==> src/rtl/pet2001_vram_pkg.sv <==
// pet2001_vram_pkg: shared state encoding and slot constants for the PET video RAM arbiter
package pet2001_vram_pkg;
    localparam int VRAM_AW = 11;
    localparam int VRAM_DW = 8;
    localparam logic [2:0] PH_FETCH = 3'd0;
    localparam logic [2:0] PH_GUARD = 3'd7;
    typedef enum logic [1:0] {IDLE = 2'd0, ACC = 2'd1, DONE = 2'd2} arb_state_t;
endpackage

==> src/rtl/pet2001vram_slot.sv <==
// pet2001vram_slot: decodes the character phase into the video fetch window and the CPU block window
// PET_SNOW_EN: only the phase-7 lead-in blocks the CPU, so CPU accesses may collide with the fetch
module pet2001vram_slot
    import pet2001_vram_pkg::*;
(
    input  logic [2:0] hc_phase,
    input  logic       video_on,
    output logic       vid_win,
    output logic       blk
);
    assign vid_win = video_on & (hc_phase == PH_FETCH);
`ifdef PET_SNOW_EN
    assign blk = video_on & (hc_phase == PH_GUARD);
`else
    // phase 7 guards phase 0 so a two-clk access never reaches into the fetch slot
    assign blk = vid_win | (video_on & (hc_phase == PH_GUARD));
`endif
endmodule

==> src/rtl/pet2001vram_arb.sv <==
// pet2001vram_arb: time-slot arbiter sharing the PET video RAM between the CPU and character fetch
// PET_SNOW_EN: CPU accesses landing in the fetch window overwrite video_data (original PET snow)
module pet2001vram_arb
    import pet2001_vram_pkg::*;
#(
    parameter int AW = VRAM_AW,
    parameter int DW = VRAM_DW
) (
    input  logic          clk,
    input  logic          reset_n,
    input  logic          ce_7mp,
    input  logic          ce_7mn,
    input  logic [2:0]    hc_phase,
    input  logic          video_on,
    input  logic [AW-1:0] video_addr,
    output logic [DW-1:0] video_data,
    input  logic          cpu_req,
    input  logic          cpu_we,
    input  logic [AW-1:0] cpu_addr,
    input  logic [DW-1:0] cpu_wdata,
    output logic [DW-1:0] cpu_rdata,
    output logic          cpu_ack,
    output logic [AW-1:0] ram_addr,
    output logic          ram_we,
    output logic [DW-1:0] ram_wdata,
    input  logic [DW-1:0] ram_rdata,
    output logic          stall
);
    arb_state_t    state;
    logic          vid_win;
    logic          blk;
    logic          accept;
    logic          rd_done;
    logic          lat_we;
    logic [AW-1:0] lat_addr;
    logic [DW-1:0] lat_wdata;
    logic [DW-1:0] rdata_q;
    logic          unused_ce;

    // pixel enables only pace the video generator; slot timing comes from hc_phase
    assign unused_ce = ce_7mp ^ ce_7mn;

    pet2001vram_slot u_slot (
        .hc_phase (hc_phase),
        .video_on (video_on),
        .vid_win  (vid_win),
        .blk      (blk)
    );

    assign accept    = (state == IDLE) & cpu_req & ~blk;
    assign stall     = (state == IDLE) & cpu_req & blk;
    assign ram_addr  = (state == ACC) ? lat_addr : video_addr;
    assign ram_we    = (state == ACC) & lat_we;
    assign ram_wdata = lat_wdata;
    assign cpu_ack   = state == DONE;
    assign rd_done   = cpu_ack & ~lat_we;
    // read data passes straight through in the ack cycle and is held afterwards
    assign cpu_rdata = rd_done ? ram_rdata : rdata_q;

    always_ff @(posedge clk or negedge reset_n) begin
        if (!reset_n) begin
            state     <= IDLE;
            lat_we    <= 1'b0;
            lat_addr  <= '0;
            lat_wdata <= '0;
            rdata_q   <= '0;
        end else begin
            state <= accept ? ACC : (state == ACC) ? DONE : IDLE;
            if (accept) begin
                lat_we    <= cpu_we;
                lat_addr  <= cpu_addr;
                lat_wdata <= cpu_wdata;
            end
            if (rd_done) rdata_q <= ram_rdata;
        end
    end

`ifdef PET_SNOW_EN
    logic snow;

    // once the CPU has hit the fetch window its data stays on the video bus until the window ends
    always_ff @(posedge clk or negedge reset_n) begin
        if (!reset_n) begin
            video_data <= '0;
            snow       <= 1'b0;
        end else if (!vid_win) begin
            snow <= 1'b0;
        end else if ((state == ACC) & lat_we) begin
            video_data <= lat_wdata;
            snow       <= 1'b1;
        end else if (rd_done) begin
            video_data <= ram_rdata;
            snow       <= 1'b1;
        end else if (!snow) begin
            video_data <= ram_rdata;
        end
    end
`else
    always_ff @(posedge clk or negedge reset_n) begin
        if (!reset_n) video_data <= '0;
        else if (vid_win) video_data <= ram_rdata;
    end
`endif
endmodule

==> config.mk <==
export PLATFORM = sky130hd
export DESIGN_NAME = pet2001vram_arb
export DESIGN_NICKNAME = d
export VERILOG_FILES = /design/src/rtl/pet2001_vram_pkg.sv /design/src/rtl/pet2001vram_slot.sv /design/src/rtl/pet2001vram_arb.sv
export SDC_FILE = /design/constraint.sdc
export NUM_CORES = 1
export LEC_CHECK = 0
export BUFFER_PORTS_ARGS = -buffer_cell sky130_fd_sc_hd__buf_4
export CAP_MARGIN = 20
export CORE_ASPECT_RATIO = 1.4
export CORE_MARGIN = 5
export CORE_UTILIZATION = 30
export CTS_BUF_LIST = sky130_fd_sc_hd__clkbuf_2 sky130_fd_sc_hd__clkbuf_4 sky130_fd_sc_hd__clkbuf_8
export DETAILED_ROUTE_END_ITERATION = 10
export RECOVER_POWER = 25
export SYNTH_ARGS = -nofsm -noshare
export SYNTH_HDL_FRONTEND = slang
export SYNTH_HIERARCHICAL = 1
export SYNTH_SLANG_ARGS = --single-unit
==> constraint.sdc <==
create_clock -name clk -period 1.95 [get_ports clk]
set_input_delay 0.195 -clock clk [delete_from_list [all_inputs] [get_ports clk]]
set_output_delay 0.195 -clock clk [all_outputs]
set_load 0.02 [all_outputs]
[Yosys cells after proc, flatten, opt, wreduce, memory -nomap -nowiden]
Cells that the tools add are included.
Word-level totals
  logic and storage cells: 25
  input port bits: 48
  register bits after elaboration: 38
  output and inout port bits: 38
Cells by class
  muxes and demuxes: 4
  reduce and logical (&&, ||, !) cells: 2
  bitwise operators: 10
  equal/unequal tests: 3
Operators by type and width (count)
  $mux 11: 1
  $mux 8: 1
  $and 1x1->1: 7
  $mux 2: 2
  $eq 3x3->1 const B: 1
  $logic_not 3->1: 1
  $eq 2x1->1 const B: 1
  $eq 2x2->1 const B: 1
  $logic_not 2->1: 1
  $not 1->1: 2
  $or 1x1->1: 1

[Logic depth before layout (Yosys ltp)]
Gate-level depths: netlist (run 1).
  depth in word-level cells: 6
  gate-level depth with buffers: 5
  mapped depth without buffers: 4

[Modules after synthesis]
Netlist (run 1), hierarchy kept.
Modules (own cells, without submodules)
  pet2001vram_arb: area each 1577.8 µm², instances 1, seq. area each 950.9 µm², cells each 96
  pet2001vram_slot: area each 36.3 µm², instances 1, seq. area each 0.0 µm², cells each 3

[Worst setup path after synthesis (run 1)]
No wires, ideal clock.
  kind: register to output
  from: register state[1]
  to: output ram_addr[2]
  slack: 516 ps
  arrival time: 1239 ps
  stages on the path, launching flop included: 4
  buffers on the path: 1
  data required time: 1755 ps
  cells stage by stage: dfrtp_1 > and2b_1 > buf_4 > mux2_2
Between the ends
  word-level cells in the longest chain between the ends: 2
RTL lines
  start: declaration: line pet2001vram_arb.sv:29  | arb_state_t state;
  start signal: assignment: line pet2001vram_arb.sv:68  | state <= accept ? ACC : (state == ACC) ? DONE : IDLE;
  $eq 2x1->1: line pet2001vram_arb.sv:52  | assign ram_addr = (state == ACC) ? lat_addr : video_addr;
  $mux 11: line pet2001vram_arb.sv:52
  end: declaration: line pet2001vram_arb.sv:23  | output logic [AW-1:0] ram_addr,
Every way passes these cells.

[Final worst setup path (run 1)]
  from: register state[0]
  to: output cpu_rdata[7]
Between the ends
  word-level cells in the longest chain between the ends: 3
RTL lines
  $eq 2x2->1: line pet2001vram_arb.sv:55  | assign cpu_ack = state == DONE;
  $and 1x1->1: line pet2001vram_arb.sv:56  | assign rd_done = cpu_ack & ~lat_we;
  $mux 8
  end: declaration: line pet2001vram_arb.sv:21  | output logic [DW-1:0] cpu_rdata,
Every way passes these cells.

==> results of run 1 <==
-- per-stage QoR --
| step | power, uW | util, % |
|---|---|---|
| 5_1_grt | 3096 | 47.54 |
| 3_5_place_dp | 2300 | 44.80 |
| 3_3_place_gp | 2259 | 44.80 |
| 2_1_floorplan | 1778 | - |
| 4_1_cts | 2977 | 47.47 |
| 6_report | 2921 | 47.54 |
-- logic make-up (layout without fill, tap and decap cells) --
family	Yosys count	after routing	share of synthesized area (%)
AND/OR/NAND/NOR	10	10	6.668
flip-flops	38	38	58.91
buffers and inverters	4	96	1.628
multiplexers	47	47	32.79
-- synthesized netlist by cell type, drive strengths merged --
master / instances / area (um^2)
mux2: 47 / 529.3
dfrtp: 38 / 950.9
buf: 3 / 22.52
nor4b: 2 / 47.55
and2: 1 / 6.260
and2b: 1 / 7.510
clkbuf: 1 / 3.750
nand2: 1 / 3.750
nand2b: 1 / 6.260
nand4: 1 / 6.260
nor2b: 1 / 6.260
nor3: 1 / 5.000
nor3b: 1 / 18.77
-- cells in the final DEF (no fill, tap or decap) --
| cell type | n |
|---|---|
| clkbuf_8 | 5 |
| dlygate4sd3_1 | 1 |
| clkinv_2 | 2 |
| nand4_1 | 1 |
| nor3b_4 | 1 |
| clkbuf_2 | 1 |
| dfrtp_2 | 2 |
| buf_6 | 1 |
| bufinv_16 | 1 |
| nor3_1 | 1 |
| dfrtp_1 | 36 |
| nand2b_1 | 1 |
| nor2b_1 | 1 |
| and2b_1 | 1 |
| buf_4 | 83 |
| buf_12 | 2 |
| and2_1 | 1 |
| nor4b_4 | 2 |
| mux2_2 | 47 |
| nand2_1 | 1 |
-- routing by layer --
layer  up-vias  share of wire, %  global-route usage, %
met4         0               1.5                  3.907
li1        533                 -                      -
met2        48                54                  21.53
met3         7               7.8                  4.149
met1       557                36                  13.40
met5         -                 0                      0
-- sequential cells by signal (all words and copies together), names as in the netlist --
signal,cells
lat_addr,11
lat_we,1
ram_wdata,8
video_data,8
rdata_q,8
state,2
-- area by class of cell --
type,count,area share (%)
multi-input cells,57,25.77
flip-flops and latches,38,38.58
clock inverters,3,1.620
clock buffers,5,2.785
repair buffers,88,27.90
well taps,66,3.342
-- timing repair --
item | 4_1_cts | 5_1_grt
pin swaps | 1 | 0
endpoints found under the hold margin | 38 | 0
setup endpoints to repair | 8 | 14
setup buffers | 1 | 0
hold buffers | 1 | 0
gates resized for setup | 0 | 3
-- power groups by stage --
stage	logic (uW)	clock network (uW)	registers [uW]
floorplan	542	0	1240
global placement	1120	0	1140
detailed placement	1140	0	1160
CTS	1150	679	1150
global route	1210	708	1170
finish	1130	647	1140
-- path summary, 6_finish.rpt --
check | from | endpoint | slack [ns] | cells past startpoint
worst max register to register | state[0] | lat_addr[8] | 0.47 | 3
worst min-delay path | cpu_wdata[7] | ram_wdata[7] | 0.14 | 2
min in group asynchronous | reset_n | rdata_q[2] | 0.60 | 2
worst min register to register | rdata_q[4] | rdata_q[4] | 0.50 | 1
max in group asynchronous | reset_n | state[1] | 0.71 | 2
worst max-delay path | state[0] | cpu_rdata[7] | 0.10 | 4
==> metrics.yaml, run 1 <==
setup_path:
  timing.critical_path.slowest_stage_cell: "dfrtp_2"
  critical_path_class: "reg -> out"
  cp.arrival_ns: 1.65
  cpPeakStageDelay_ns: 0.46
  critPathBufInv: 2
  required_ns: 1.75
  cp_cell_sequence: "nor3b_4, buf_12, mux2_2, buf_4"
  critPathCaptureType: "primary output"
  worstPathMaxFanout: 8
  startpoint_type: "flop"
  cpLargestDelayFamily: "flip-flops"
drt:
  vias_per_cell: 4.455
  wirelength_um: 3950
  wire_per_inst_um: 15.37
  drtAntennaViolNets: 0
  via_count: 1145
  drt-initial-drc-count: 14
  first_pass_iters: 3
  drc_errors: 0
outcome:
  status: "complete, no violations"
sta:
  rsz0062_at_grt: "no"
  finalHoldViolations: 0
  finalClockSkew_ns: 0.004460
  slew_headroom_pct: 37.03
  fin_tns_setup_ns: 0
  min_period_ns: 1.847
  worst_pin_slew_ns: 0.9446
  setup_viol: 0
  fmax_mhz: 541.4
  final.period_utilization_pct: 94.72
  setup_ws_ns: 0.1029
  timing.hold.ws_ns: 0.1395
  slew_viol_final: 0
final_layout:
  fillers: 470
  postLayoutCellArea_um2: 2471
  drive_above_1_share_pct: 76.96
  multi_input_area_um2: 636.9
  antennaDiodeCount: 0
  seqCellArea_um2: 953.4
  final-instance-count-excl-fill: 257
  synthToLayoutAreaGrowth_pct: 53.10
  nets: 238
global_routing:
  overflow: 0
  grt_max_degree: 39
  grt.total_usage_pct: 12.20
  grt_pass1_vias: 1346
  grt_pass1_wl_um: 6651
  antenna_found_initial: 0
clock_network:
  cts_buffers: 5
  clk_latency_ns: 0.28
  cts-htree-levels: 2
  clk_path_buf_depth: 2
  clk_transition_reported_paths_ns: 0.08
  cts_root_buf: "clkbuf_8"
  tritoncts: "done"
  cts_sinks: 38
worst_hold_path:
  worst_hold_path_type: "in -> reg"
power_and_ir_drop:
  switching_share_pct: 31.47
  seq_power_share_pct: 39.2
  power_frac_comb_pct: 38.7
  p_leak_uw: 0.001158
  powerDensity_nw_per_um2: 1182
  ir_drop_mv: 0.4266
  switchingPower_uw: 919.3
  p_int_uw: 2002
  power_frac_clock_pct: 22.1
floorplanning:
  die-area_um2: 6968
  row_count: 31
  dieHeight_um: 96.79
  start_util_pct: 31.05
  fp.dieW_um: 71.99
  io_pins: 86
  coreArea_um2: 5197
place:
  post_dp_cell_area_um2: 2328
  place.gp.congestion: 0.8108
  place_ws_ns: 0.2626
  portBuffers: 83
  place_hpwl_um: 3056
  place_inst: 247
logic_synthesis:
  synthDistinctLibCells: 13
  synth_nets: 147
  yosys_warnings: 6
  postSynthCellCount: 99
  avgSynthCellArea_um2: 16.30
  syn_area_um2: 1614
  seq_area_frac_synth_pct: 58.91
  synth.ff_latch_count: 38
run:
  cap_violations: 0
No activity file was read; power rests on OpenSTA's default activity.
==> run 2, diff against run 1 <==
--- a/config.mk
+++ b/config.mk
@@ -8,7 +8,7 @@
 export BUFFER_PORTS_ARGS = -buffer_cell sky130_fd_sc_hd__buf_4
 export CAP_MARGIN = 20
 export CORE_ASPECT_RATIO = 1.4
-export CORE_MARGIN = 5
+export CORE_MARGIN = 4
 export CORE_UTILIZATION = 30
 export CTS_BUF_LIST = sky130_fd_sc_hd__clkbuf_2 sky130_fd_sc_hd__clkbuf_4 sky130_fd_sc_hd__clkbuf_8
 export DETAILED_ROUTE_END_ITERATION = 10
==> metrics.yaml, run 2 (synthesis gave the netlist of run 1 again) <==
outcome:
  status: "complete, no violations"
sta:
  timing.hold.ws_ns: 0.1421  # +0.002640 ns
  setup_ws_ns: 0.1056  # +0.002717 ns
  finalHoldViolations: 0  # unchanged
  fmax_mhz: 542.2  # +0.15%
  rsz0062_at_grt: "no"
  finalClockSkew_ns: 0.007254  # +0.002795 ns
  setup_viol: 0  # unchanged
  slew_headroom_pct: 36.15  # -0.88 points
  final.period_utilization_pct: 94.58  # -0.14 points
  slew_viol_final: 0  # unchanged
  worst_pin_slew_ns: 0.9578  # +0.01321 ns
  fin_tns_setup_ns: 0  # unchanged
  min_period_ns: 1.844  # -0.002717 ns
setup_path:
  cpMostUsedCell: "buf_4"
  critical_path_class: "reg -> out"
  r2r_setup_slack_ns: 0.47  # about the same
  cpLargestDelayFamily: "flip-flops"
  cp_cell_sequence: "and2b_1, buf_4, mux2_2, buf_4"
  startpoint_type: "flop"
  required_ns: 1.75  # about the same
  path_depth: 4  # unchanged
  cpPeakStageDelay_ns: 0.45  # about the same
  rr_worst_depth: 3  # unchanged
  worstPathMaxFanout: 13  # +5
  cp.arrival_ns: 1.65  # about the same
  timing.critical_path.slowest_stage_cell: "dfrtp_2"
  critPathBufInv: 2  # unchanged
  critPathCaptureType: "primary output"
drt:
  drtAntennaViolNets: 0  # unchanged
  first_pass_iters: 2  # -1
  vias_per_cell: 4.475  # +0.44%
  wirelength_um: 3762  # -4.8%
  drc_errors: 0  # unchanged
  drt-initial-drc-count: 19  # +5
  wire_per_inst_um: 14.64  # -4.8%
  via_count: 1150  # +0.44%
final_layout:
  top_register: "lat_addr"
  mostFrequentLayoutCell: "buf_4"
  postLayoutCoreUtil_pct: 46.80  # -0.75 points
  final_cell_mix: "buf_4 (86), mux2_2 (47), dfrtp_1 (36), clkbuf_8 (5)"
  drive_above_1_share_pct: 76.96  # unchanged
  nets: 239  # +0.42%
  largest_reg_flops: 11  # unchanged
  synthToLayoutAreaGrowth_pct: 50.70
  antennaDiodeCount: 0  # unchanged
power_and_ir_drop:
  p_int_uw: 1860  # -7.1%
  p_leak_uw: 0.001145  # -1.1%
  switching_share_pct: 32.42  # +0.95 points
  switchingPower_uw: 892.3  # -2.9%
  power_frac_comb_pct: 40.7  # +2.0 points
  power_uw: 2753  # -5.8%
  powerDensity_nw_per_um2: 1132  # -4.3%
  seq_power_share_pct: 41.5  # +2.3 points
  power_frac_clock_pct: 17.8  # -4.3 points
  ir_drop_mv: 0.3268  # -23%
clock_network:
  tritoncts: "done"
  clk_path_buf_depth: 2  # unchanged
  clk_latency_ns: 0.28  # about the same
  cts_root_buf: "clkbuf_8"
  cts-htree-levels: 2  # unchanged
  cts_sinks: 38  # unchanged
  cts_buffers: 5  # unchanged
  clk_transition_reported_paths_ns: 0.07  # about the same
floorplanning:
  fp.dieW_um: 69.99  # -2.8%
  coreArea_um2: 5197  # unchanged
  start_util_pct: 31.05  # unchanged
  row_count: 31  # unchanged
  io_pins: 86  # unchanged
  dieHeight_um: 94.79  # -2.1%
  die-area_um2: 6634  # -4.8%
place:
  place_ws_ns: 0.2306  # -0.03203 ns
  portBuffers: 83  # unchanged
  place_hpwl_um: 2933  # -4.0%
  place.gp.congestion: 0.8036  # -0.89%
worst_hold_path:
  worst_hold_path_type: "in -> reg"
  whs_path_depth: 2  # unchanged
global_routing:
  grt.total_usage_pct: 11.88  # -0.31 points
  grt_pass1_wl_um: 6168  # -7.3%
  antenna_found_initial: 0  # unchanged
  overflow: 0  # unchanged
  grt_pass1_vias: 1261  # -6.3%
  grt_max_degree: 39  # unchanged
run:
  cap_violations: 0  # unchanged
[run 2: changes by cell type in the layout (fill, tap and decap cells not counted)]
cell | before | now
buf_4 | 83 | 86
buf_6 | 1 | 0
buf_12 | 2 | 1
bufinv_16 | 1 | 0
[run 2: area by class of cell]
| class | instances | area [um^2] |
|---|---|---|
| Timing Repair Buffer | 89 | 680.7 |
| Tap cell | 66 | 82.58 |
| Fill cell | 503 | 2765 |
| Clock buffer | 5 | 68.82 |
| Clock inverter | 2 | 10.01 |
| Sequential cell | 38 | 953.4 |
| Multi-Input combinational cell | 57 | 636.9 |
[run 2: worst paths after layout]
kind,start,to
setup / recovery,state[1],ram_addr[5]
hold / removal,cpu_addr[3],lat_addr[3]
setup reg to reg,state[0],lat_addr[1]
hold reg to reg,rdata_q[7],rdata_q[7]
max in group asynchronous,reset_n,state[0]
min in group asynchronous,reset_n,lat_we
[run 2: per-stage QoR]
stage | std cells | cell area [um^2]
global route | 257 | 2432
detailed placement | 247 | 2328
CTS | 257 | 2432
global placement | 247 | 2328
finish | 257 | 2432
floorplan | 99 | 1614
[run 2: what timing repair did]
item                       4_1_cts  5_1_grt
hold buffers                     1        0
hold endpoints to repair        38        0
setup buffers                    2        0
resized for setup                0        2
setup endpoints to repair        8       19
pin swaps                        1        0
[run 2: layer usage]
layer / vias up / part of all wire, % / track usage, %
met5: - / 0 / 0
met4: 0 / 1.1 / 3.834
met3: 5 / 7.4 / 4.153
met2: 55 / 53 / 20.98
met1: 556 / 38 / 13.38
li1: 534 / - / -
[run 2: power by group through the flow]
stage	sequential, uW	clock, uW	combinational (uW)
floorplan	1240	0	542
global placement	1140	0	1110
detailed placement	1160	0	1130
CTS	1140	525	1140
global route	1170	557	1200
finish	1140	490	1120
==> run 3, diff against run 2 <==
--- a/config.mk
+++ b/config.mk
@@ -5,6 +5,7 @@
 export SDC_FILE = /design/constraint.sdc
 export NUM_CORES = 1
 export LEC_CHECK = 0
+export ABC_AREA = 1
 export BUFFER_PORTS_ARGS = -buffer_cell sky130_fd_sc_hd__buf_4
 export CAP_MARGIN = 20
 export CORE_ASPECT_RATIO = 1.4
@@ -12,6 +13,7 @@
 export CORE_UTILIZATION = 30
 export CTS_BUF_LIST = sky130_fd_sc_hd__clkbuf_2 sky130_fd_sc_hd__clkbuf_4 sky130_fd_sc_hd__clkbuf_8
 export DETAILED_ROUTE_END_ITERATION = 10
+export GPL_TIMING_DRIVEN = 0
 export RECOVER_POWER = 25
 export SYNTH_ARGS = -nofsm -noshare
 export SYNTH_HDL_FRONTEND = slang
==> metrics.yaml, run 3 <==
drt:
  drt-initial-drc-count: 58  # +39
  wire_per_inst_um: 12.33  # -16%
  vias_per_cell: 4.548  # +1.6%
  wirelength_um: 4613  # +23%
  drtAntennaViolNets: 0  # unchanged
  via_count: 1701  # +48%
  drc_errors: 0  # unchanged
  first_pass_iters: 6  # +4
logic_synthesis:
  synth_top_area_cell: "dfrtp_1"
  synth_most_common_cell: "nand2_1"
  yosys_warnings: 6  # unchanged
  synth-async-reset-ratio_pct: 100.0  # unchanged
  syn_area_um2: 1705  # +5.7%
  ys.flop_type: "dfrtp_1"
  synth.ff_latch_count: 38  # unchanged
  avgSynthCellArea_um2: 7.969  # -51%
  synth_edf_count: 0  # unchanged
  synthDistinctLibCells: 14  # +1
  yosys.area.top_type_share_pct: 55.76  # -3.2 points
  ys_top_cells_by_area: "dfrtp_1 (56%), nand2_1 (22%), nand4_1 (7.3%)"
  seq_area_frac_synth_pct: 55.76  # -3.2 points
  postSynthCellCount: 214  # +120%
  netlist_top_cells_count: "nand2_1 (102), dfrtp_1 (38), nand4_1 (20), inv_1 (17)"
  synth_nets: 262  # +78%
floorplanning:
  fp.dieW_um: 71.72  # +2.5%
  die-area_um2: 6972  # +5.1%
  coreArea_um2: 5525  # +6.3%
  io_pins: 86  # unchanged
  dieHeight_um: 97.21  # +2.6%
  row_count: 32  # +3.2%
  start_util_pct: 30.87  # -0.19 points
sta:
  finalHoldViolations: 0  # unchanged
  worst_pin_slew_ns: 0.9592  # +0.001381 ns
  final.period_utilization_pct: 89.48  # -5.1 points
  setup_viol: 0  # unchanged
  slew_viol_final: 0  # unchanged
  fmax_mhz: 573.1  # +5.7%
  slew_headroom_pct: 36.06  # -0.092 points
  finalClockSkew_ns: 0.002396  # -0.004858 ns
  min_period_ns: 1.745  # -0.09960 ns
  rsz0062_at_grt: "no"
  fin_tns_setup_ns: 0  # unchanged
global_routing:
  grt_use_met3_pct: 3.002  # -1.2 points
  grt_pass1_vias: 1687  # +34%
  grtUsageMet2_pct: 24.36  # +3.4 points
  antenna_found_initial: 0  # unchanged
  grt_max_degree: 39  # unchanged
  gr-usage-met1_pct: 16.46  # +3.1 points
  grt_pass1_wl_um: 7769  # +26%
  grt-busiest-layer: "met2"
  grt.total_usage_pct: 14.05  # +2.2 points
  overflow: 0  # unchanged
setup_path:
  rr_worst_depth: 3  # unchanged
  startpoint_type: "flop"
  worstPathMaxFanout: 9  # -4
  required_ns: 1.75  # about the same
  r2r_start: "lat_we"
  crit_path_start: "lat_we"
  critical_path_class: "reg -> out"
  worstSetupEndpoint: "cpu_rdata[6]"
  r2r_setup_slack_ns: 0.77  # +0.30 ns
  critPathCaptureType: "primary output"
  rr_endpoint: "rdata_q[6]"
  cp.arrival_ns: 1.55  # -0.10 ns
clock_network:
  tritoncts: "done"
  clk_transition_reported_paths_ns: 0.07  # about the same
  cts-htree-levels: 2  # unchanged
  clk_path_buf_depth: 2  # unchanged
  cts_buffers: 5  # unchanged
  cts_sinks: 38  # unchanged
  cts.repair.resized: 0  # unchanged
  clk_latency_ns: 0.28  # about the same
  cts_root_buf: "clkbuf_8"
final_layout:
  final_cell_mix: "nand2_1 (102), buf_4 (83), dfrtp_1 (38), nand4_1 (20), inv_1 (17)"
  synthToLayoutAreaGrowth_pct: 47.54
  nets: 353  # +48%
  drive_above_1_share_pct: 33.01  # -44 points
  mostFrequentLayoutCell: "nand2_1"
  largest_reg_flops: 11  # unchanged
  top_register: "lat_addr"
  antennaDiodeCount: 0  # unchanged
outcome:
  status: "complete, no violations"
place:
  portBuffers: 83  # unchanged
  place_hpwl_um: 3478  # +19%
  place.gp.congestion: 0.7956  # -1.0%
run:
  cap_violations: 0  # unchanged
power_and_ir_drop:
  ir_drop_mv: 0.4275  # +31%
  p_leak_uw: 0.001425  # +24%
  power_uw: 2790  # +1.3%
  powerDensity_nw_per_um2: 1109  # -2.0%
worst_hold_path:
  worst_hold_path_type: "in -> reg"
[run 3: what timing repair did]
action | CTS | global route
setup buffers | 0 | 0
hold endpoints to repair | 38 | 0
hold buffers | 1 | 0
[run 3: per-stage QoR]
step                      hold WS (ns)  worst slack, ns  utilization, %  area (um^2)  instances
final                           0.1262           0.2052           45.54         2516        374
after global routing            0.1226         0.006832           45.54         2516        374
after CTS                       0.1170           0.1627           45.58         2519        374
after detailed placement        0.1963           0.4817           43.68         2414        365
after global placement          0.1973           0.4916           43.68         2414        365
after floorplan                -0.1006           0.5607               -         1705        214
[run 3: final cells by class]
type | count | area, um^2
Buffer | 11 | 52.55
Clock buffer | 7 | 90.09
Clock inverter | 1 | 5.005
Fill cell | 584 | 3009
Inverter | 18 | 67.56
Multi-Input combinational cell | 147 | 634.4
Sequential cell | 38 | 950.9
Tap cell | 68 | 85.08
Timing Repair Buffer | 84 | 630.6
[run 3: power by group]
| group | total (uW) | internal, uW | leakage [uW] | switching, uW |
|---|---|---|---|---|
| clock | 564 | 299 | 0.0000517 | 265 |
| combinational | 1100 | 455 | 0.000905 | 647 |
| sequential | 1120 | 1020 | 0.000469 | 105 |
| total | 2790 | 1770 | 0.00143 | 1020 |
[run 3: kinds of logic (layout without fill, tap and decap cells)]
group,Yosys count,in the layout,share of synthesized area [%]
simple gates,138,138,34.56
flops,38,38,55.76
buf+inv,29,121,7.043
compound gates,9,9,2.641
[run 3: worst min-delay path by stage]
stage                  from       endpoint  depth (start not counted)
6_report       ram_rdata[3]  video_data[3]                          3
5_1_grt        ram_rdata[2]  video_data[2]                          3
4_1_cts        ram_rdata[3]  video_data[3]                          3
3_5_place_dp        reset_n  video_data[1]                          1
3_3_place_gp        reset_n  video_data[1]                          1
2_1_floorplan       reset_n    lat_addr[0]                          0
[run 3: routing by layer]
layer / routed length (um) / share of wire (%)
met2: 2404 / 52
met4: 87 / 1.9
met1: 1846 / 40
met3: 275 / 6.0
met5: 0 / 0
[run 3: critical path, cell delays in order (launching register included)]
cell	delay, ns
dfrtp_1	0.38
clkinv_1	0.17
nand3_2	0.23
o21ai_0	0.29
buf_4	0.19
